===== config.mk =====
export PLATFORM = sky130hd
export DESIGN_NAME = coin_acceptor_flat
export DESIGN_NICKNAME = d
export VERILOG_FILES = /design/src/rtl/coin_pkg.sv /design/src/rtl/coin_acceptor_if.sv /design/src/rtl/coin_debounce.sv /design/src/rtl/coin_acceptor.sv /design/src/flat_wrapper.sv
export SDC_FILE = /design/constraint.sdc
export NUM_CORES = 1
export LEC_CHECK = 0
export CAP_MARGIN = 20
export CORE_ASPECT_RATIO = 1.2
export CORE_MARGIN = 8
export CORE_UTILIZATION = 40
export DETAILED_ROUTE_END_ITERATION = 12
export HOLD_SLACK_MARGIN = 0.1
export PLACE_DENSITY = 0.68
export SLEW_MARGIN = 20
export SYNTH_ARGS = -nofsm -noshare
export SYNTH_HDL_FRONTEND = slang
export SYNTH_SLANG_ARGS = --single-unit

===== constraint.sdc =====
create_clock -name clk -period 6.6 [get_ports clk]
set_clock_uncertainty 0.2 [all_clocks]
set_input_delay 1.32 -clock clk [delete_from_list [all_inputs] [get_ports clk]]
set_output_delay 1.32 -clock clk [all_outputs]
set_load 0.1 [all_outputs]

===== src/rtl/coin_pkg.sv =====
// Coin codes and channel-state encoding shared by the acceptor and the vending FSM.
package coin_pkg;

    typedef logic [1:0] coin_t;

    localparam coin_t COIN_NONE   = 2'b00;
    localparam coin_t COIN_NICKEL = 2'b10;
    localparam coin_t COIN_DIME   = 2'b11;

    typedef enum logic [1:0] {
        CH_IDLE = 2'd0,
        CH_DEB  = 2'd1,
        CH_HELD = 2'd2,
        CH_JAM  = 2'd3
    } ch_state_e;

    // Wide enough for JAM_CYCLES up to 65535.
    localparam int CNT_W = 16;

endpackage


===== src/rtl/coin_acceptor_if.sv =====
// Sensor inputs and coin/jam outputs of the coin acceptor.
// COIN_COUNT_EN adds the per-type coin counters.
interface coin_acceptor_if;
    import coin_pkg::*;

    logic  nickel_raw;
    logic  dime_raw;
    coin_t coin;
    logic  jam;
`ifdef COIN_COUNT_EN
    logic [7:0] nickel_cnt;
    logic [7:0] dime_cnt;

    modport master (output nickel_raw, dime_raw, input coin, jam, nickel_cnt, dime_cnt);
    modport slave  (input nickel_raw, dime_raw, output coin, jam, nickel_cnt, dime_cnt);
`else
    modport master (output nickel_raw, dime_raw, input coin, jam);
    modport slave  (input nickel_raw, dime_raw, output coin, jam);
`endif
endinterface


===== src/rtl/coin_debounce.sv =====
// One coin channel: two-flop synchronizer, debounce/jam FSM and channel counter.
//
// state   | meaning
// CH_IDLE | no coin present
// CH_DEB  | sensor high, counting consecutive high samples
// CH_HELD | coin validated, waiting for release or jam timeout
// CH_JAM  | sensor stuck high, no further coins until release
module coin_debounce
    import coin_pkg::*;
#(
    parameter int DEBOUNCE_CYCLES = 4,
    parameter int JAM_CYCLES      = 1000
) (
    input  logic clk,
    input  logic rst_n,
    input  logic raw_i,
    output logic valid_o,
    output logic jam_o
);

    // IDLE->DEB already takes the first high sample, so DEB needs D-1 more.
    localparam logic [CNT_W-1:0] DEB_TC = CNT_W'(DEBOUNCE_CYCLES - 2);
    localparam logic [CNT_W-1:0] JAM_TC = CNT_W'(JAM_CYCLES - 1);

    logic             sync1_q, sync2_q;
    logic             synced;
    ch_state_e        state_q, state_d;
    logic [CNT_W-1:0] cnt_q, cnt_d;
    logic             valid_q, valid_d;

    always_ff @(posedge clk or negedge rst_n) begin
        if (!rst_n) begin
            sync1_q <= 1'b0;
            sync2_q <= 1'b0;
        end else begin
            sync1_q <= raw_i;
            sync2_q <= sync1_q;
        end
    end

    assign synced = sync2_q;

    always_ff @(posedge clk or negedge rst_n) begin
        if (!rst_n) begin
            state_q <= CH_IDLE;
            cnt_q   <= '0;
            valid_q <= 1'b0;
        end else begin
            state_q <= state_d;
            cnt_q   <= cnt_d;
            valid_q <= valid_d;
        end
    end

    // Counter only advances below its terminal value, so it cannot wrap.
    always_comb begin
        state_d = state_q;
        cnt_d   = cnt_q;
        case (state_q)
            CH_IDLE: begin
                if (synced) begin
                    state_d = CH_DEB;
                    cnt_d   = '0;
                end
            end
            CH_DEB: begin
                if (!synced) begin
                    state_d = CH_IDLE;
                    cnt_d   = '0;
                end else if (cnt_q == DEB_TC) begin
                    state_d = CH_HELD;
                    cnt_d   = '0;
                end else begin
                    cnt_d = cnt_q + CNT_W'(1);
                end
            end
            CH_HELD: begin
                if (!synced) begin
                    state_d = CH_IDLE;
                    cnt_d   = '0;
                end else if (cnt_q == JAM_TC) begin
                    state_d = CH_JAM;
                end else begin
                    cnt_d = cnt_q + CNT_W'(1);
                end
            end
            CH_JAM: begin
                if (!synced) begin
                    state_d = CH_IDLE;
                    cnt_d   = '0;
                end
            end
            default: begin
                state_d = CH_IDLE;
                cnt_d   = '0;
            end
        endcase
    end

    always_comb begin
        valid_d = 1'b0;
        jam_o   = 1'b0;
        if (state_q == CH_DEB && synced && cnt_q == DEB_TC) begin
            valid_d = 1'b1;
        end
        if (state_q == CH_JAM) begin
            jam_o = 1'b1;
        end
    end

    assign valid_o = valid_q;

endmodule


===== src/rtl/coin_acceptor.sv =====
// Coin acceptor top: arbitrates nickel/dime channels into a registered coin code.
// Optional macro COIN_COUNT_EN adds saturating per-type coin counters.
module coin_acceptor
    import coin_pkg::*;
#(
    parameter int DEBOUNCE_CYCLES = 4,
    parameter int JAM_CYCLES      = 1000
) (
    input  logic            clk,
    input  logic            rst_n,
    coin_acceptor_if.slave  bus
);

    logic  nck_valid, nck_jam;
    logic  dim_valid, dim_jam;
    coin_t coin_q, coin_d;
    logic  pend_q, pend_d;
    logic  jam_q,  jam_d;

    coin_debounce #(
        .DEBOUNCE_CYCLES (DEBOUNCE_CYCLES),
        .JAM_CYCLES      (JAM_CYCLES)
    ) u_nickel (
        .clk     (clk),
        .rst_n   (rst_n),
        .raw_i   (bus.nickel_raw),
        .valid_o (nck_valid),
        .jam_o   (nck_jam)
    );

    coin_debounce #(
        .DEBOUNCE_CYCLES (DEBOUNCE_CYCLES),
        .JAM_CYCLES      (JAM_CYCLES)
    ) u_dime (
        .clk     (clk),
        .rst_n   (rst_n),
        .raw_i   (bus.dime_raw),
        .valid_o (dim_valid),
        .jam_o   (dim_jam)
    );

    // Dime wins a collision; the nickel is parked in pend_q and emitted afterwards.
    always_comb begin
        coin_d = COIN_NONE;
        pend_d = pend_q;
        if (dim_valid) begin
            coin_d = COIN_DIME;
            pend_d = pend_q | nck_valid;
        end else if (pend_q || nck_valid) begin
            coin_d = COIN_NICKEL;
            pend_d = pend_q & nck_valid;
        end
    end

    assign jam_d = nck_jam | dim_jam;

    always_ff @(posedge clk or negedge rst_n) begin
        if (!rst_n) begin
            coin_q <= COIN_NONE;
            pend_q <= 1'b0;
            jam_q  <= 1'b0;
        end else begin
            coin_q <= coin_d;
            pend_q <= pend_d;
            jam_q  <= jam_d;
        end
    end

    assign bus.coin = coin_q;
    assign bus.jam  = jam_q;

`ifdef COIN_COUNT_EN
    logic [7:0] nickel_cnt_q, dime_cnt_q;

    always_ff @(posedge clk or negedge rst_n) begin
        if (!rst_n) begin
            nickel_cnt_q <= 8'd0;
            dime_cnt_q   <= 8'd0;
        end else begin
            if (coin_d == COIN_NICKEL && nickel_cnt_q != 8'hFF) begin
                nickel_cnt_q <= nickel_cnt_q + 8'd1;
            end
            if (coin_d == COIN_DIME && dime_cnt_q != 8'hFF) begin
                dime_cnt_q <= dime_cnt_q + 8'd1;
            end
        end
    end

    assign bus.nickel_cnt = nickel_cnt_q;
    assign bus.dime_cnt   = dime_cnt_q;
`endif

endmodule

===== src/flat_wrapper.sv =====
// flat-port wrapper written by rule: the top's interface ports become plain ports
module coin_acceptor_flat import coin_pkg::*;
#(
    parameter int DEBOUNCE_CYCLES = 4,
    parameter int JAM_CYCLES      = 1000
)
  (clk, rst_n, bus_nickel_raw, bus_dime_raw, bus_coin, bus_jam);
  coin_acceptor_if bus_i ();
  input  logic clk;
  input  logic rst_n;
  input wire logic [$bits(bus_i.nickel_raw)-1:0] bus_nickel_raw;
  input wire logic [$bits(bus_i.dime_raw)-1:0] bus_dime_raw;
  output wire logic [$bits(bus_i.coin)-1:0] bus_coin;
  output wire logic [$bits(bus_i.jam)-1:0] bus_jam;
  assign bus_i.nickel_raw = bus_nickel_raw;
  assign bus_i.dime_raw = bus_dime_raw;
  assign bus_coin = bus_i.coin;
  assign bus_jam = bus_i.jam;
  coin_acceptor #(.DEBOUNCE_CYCLES(DEBOUNCE_CYCLES), .JAM_CYCLES(JAM_CYCLES)) u_core (.clk(clk), .rst_n(rst_n), .bus(bus_i));
endmodule

==> key figures <==
Outcome
  • Status: finished, final reports clean

Worst setup path
  • Cell Chain, Critical Path: clkdlybuf4s50_1
  • Critical path class: reg -> out
  • Crit path buffers/inverters: 1
  • Slowest cell on crit path: clkdlybuf4s50_1
  • Crit Path Max Fanout: 1
  • Cell family with most CP delay: buffers and inverters
  • CP required: 5.08 ns
  • Peak per-stage delay on the critical path: 1.12 ns
  • Setup crit start kind: flop
  • Worst Setup End Kind: output port
  • CP Data Arrival Time: 1.77 ns

Floorplanning
  • Initial core utilization: 41.25%
  • Die area: 0.009474 mm²
  • Die X: 90.20 µm
  • Die Height: 105.0 µm
  • # rows: 32
  • I/O pin total: 7
  • Core area: 0.006406 mm²

Job
  • Max Cap Viol: 0

Power and ir drop
  • Pwr Density: 301.6 mW/mm²
  • Max VDD drop: 0.0001770 V
  • LEAKAGE: 1.171 nW

CTS
  • Hold buffer count at cts: 0
  • Clock Path Buffers: 2
  • CTS buffer count: 5
  • Clock transition at the registers of the reported paths: 0.10 ns
  • Clock Tree Root: clkbuf_8
  • CTS tree: built
  • Clock sinks: 46
  • Post-cts resize count: 0
  • Setup Fix Bufs, Post-CTS: 0
  • H-tree depth: 2
  • Skew-Pair Late Insertion Delay: 0.30 ns

Final layout
  • Layout cells sized above 1: 10.79%
  • Commonest cells after routing, fill and taps aside: dfrtp_1 (46), nand2_1 (37), nand3_1 (28), inv_1 (14), nor2_1 (14)
  • Area Growth Syn to Fin: 8.949%
  • NumNets Final: 294
  • Antenna diode count: 0
  • Commonest non-fill, non-tap cell in the layout: dfrtp_1

Yosys
  • Synth Cell Area: 0.002643 mm²
  • Ys flop type: dfrtp_1
  • Syn nets: 291
  • Netlist cell types: 55
  • Sequential share of the synthesized area: 43.56%
  • FFs w/ async S/R, synth: 100.0%
  • Synth area leader: dfrtp_1
  • Flip-flop and latch count after synthesis: 46
  • Area share of the largest cell type after synthesis: 43.56%
  • Synth Warn #: 0
  • Synthesized instance count: 274
  • EDFF count, synth: 0
  • Syn_area_per_cell: 9.644 µm²
  • Area contributors post-synth: dfrtp_1 (44%), ha_1 (6.2%), nand3_1 (5.3%)

STA
  • Final setup viols: 0
  • Slew margin rel.: 35.55%
  • Pins Over Slew Limit: 0
  • Final number of hold-violating endpoints: 0
  • Period utilization: 49.78%
  • Setup TNS: 0 ns
  • Worst Max-Slew Pin Slew: 0.9638 ns
  • Min cycle time layout: 3.286 ns
  • Unrepaired setup endpoints after global routing: false
  • Hold WS: 0.1559 ns
  • Final setup margin: 3.314 ns
  • Fmax: 304.4 MHz

Placed design
  • Routability congestion estimate: 0.7788
  • IO Port Bufs: 6
  • Dpl hpwl: 3.555 mm
  • Setup WS pre-CTS: 3.528 ns

Global routing
  • Total gr overflow: 0
  • Antenna violations before repair: 0
  • Largest net degree at the start of global routing: 47
  • First-pass GRT wire length: 8.721 mm
  • GRT Util Overall: 11.02%
  • Number of global-route vias before repair: 1865

Min path
  • Tightest Hold Check Type: reg -> reg

Drt
  • DR pass1 iterations: 4
  • Routed WL: 5.283 mm
  • Residual DRC: 0
  • 1st-iter DRT viols: 86
  • Avg WL per Cell: 14.55 µm
  • DR vias: 2023
  • Antenna Nets Post-Route: 0
  • Vias/cell: 5.573
[Yosys cell counts (2+ instances only)]
| master | count |
|---|---|
| and3_2 | 2 |
| inv_1 | 14 |
| dfrtp_1 | 46 |
| a22oi_1 | 6 |
| buf_2 | 2 |
| nand3_1 | 28 |
| or4_4 | 2 |
| a22o_1 | 5 |
| nor3_1 | 3 |
| a21boi_2 | 2 |
| o31ai_1 | 3 |
| and2_1 | 3 |
| clkbuf_1 | 3 |
| a21o_2 | 3 |
| nand2_1 | 37 |
| o21ai_1 | 2 |
| o311ai_0 | 12 |
| nor2_1 | 14 |
| o31a_1 | 2 |
| ha_1 | 13 |
| mux2_2 | 2 |
| a21oi_1 | 6 |
| buf_4 | 2 |
| o21ai_0 | 5 |
| o211ai_1 | 3 |
| o22ai_1 | 4 |
| or2_2 | 4 |
| nand4_1 | 10 |
| and4_1 | 3 |
| mux2i_1 | 2 |
| nor4_1 | 3 |
| or3_1 | 3 |
| buf_6 | 3 |
[path summary, 6_finish.rpt]
path	start	endpoint	slack, ns	depth (start not counted)
worst max-delay path	u_core.bus.coin[0]	bus_coin[0]	3.31	1
worst min-delay path	u_core.u_nickel.sync1_q	u_core.u_nickel.sync2_q	0.16	0
worst max register to register	u_core.u_dime.cnt_q[0]	u_core.u_dime.cnt_q[4]	3.52	7
worst min register to register	u_core.u_nickel.sync1_q	u_core.u_nickel.sync2_q	0.16	0
max in group asynchronous	rst_n	u_core.u_nickel.cnt_q[1]	4.98	1
min in group asynchronous	rst_n	u_core.pend_q	0.80	1
[cell families after synthesis]
group,Yosys count,synth area share [%]
flops,46,43.56
buf+inv,24,4.640
simple gates,124,25.00
fa+ha+maj,14,6.534
mux,4,1.610
compound gates,62,18.66
[metrics by stage]
stage          cells  power, mW  instance area (µm²)  util [%]
3_5_place_dp     355     0.6169                 2734     42.68
3_3_place_gp     355     0.6133                 2734     42.68
5_1_grt          363     0.9199                 2879     44.94
6_report         363     0.8684                 2879     44.94
2_1_floorplan    274     0.5710                 2643         -
4_1_cts          363     0.8774                 2877     44.90
[area by class of cell]
class	count	area, µm²
clock inverter	2	60.06
timing repair buffer	6	57.56
fill	616	3527
multi-input combinational	204	1369
sequential	46	1151
inverter	14	52.55
clock buffer	6	82.58
tap	85	106.4
[metal layers]
layer | vias up | GRT usage, % | part of all wire, %
li1 | 1021 | - | -
met1 | 967 | 13.03 | 45
met2 | 29 | 19.13 | 50
met3 | 6 | 2.362 | 3.0
met4 | 0 | 4.052 | 1.4
met5 | - | 0 | 0
[power by group]
group / internal [mW] / switching, mW
registers: 0.305 / 0.0240
logic: 0.101 / 0.180
clock network: 0.162 / 0.0965
[state kept, by name, indices dropped and copies added, names as in the netlist]
signal,count
u_core.bus.coin,2
u_core.bus.jam,1
u_core.pend_q,1
u_core.u_dime.cnt_q,16
u_core.u_dime.state_q,2
u_core.u_dime.sync1_q,1
u_core.u_dime.sync2_q,1
u_core.u_dime.valid_o,1
u_core.u_nickel.cnt_q,16
u_core.u_nickel.state_q,2
u_core.u_nickel.sync1_q,1
u_core.u_nickel.sync2_q,1
u_core.u_nickel.valid_o,1
No activity file was read; power rests on OpenSTA's default activity.
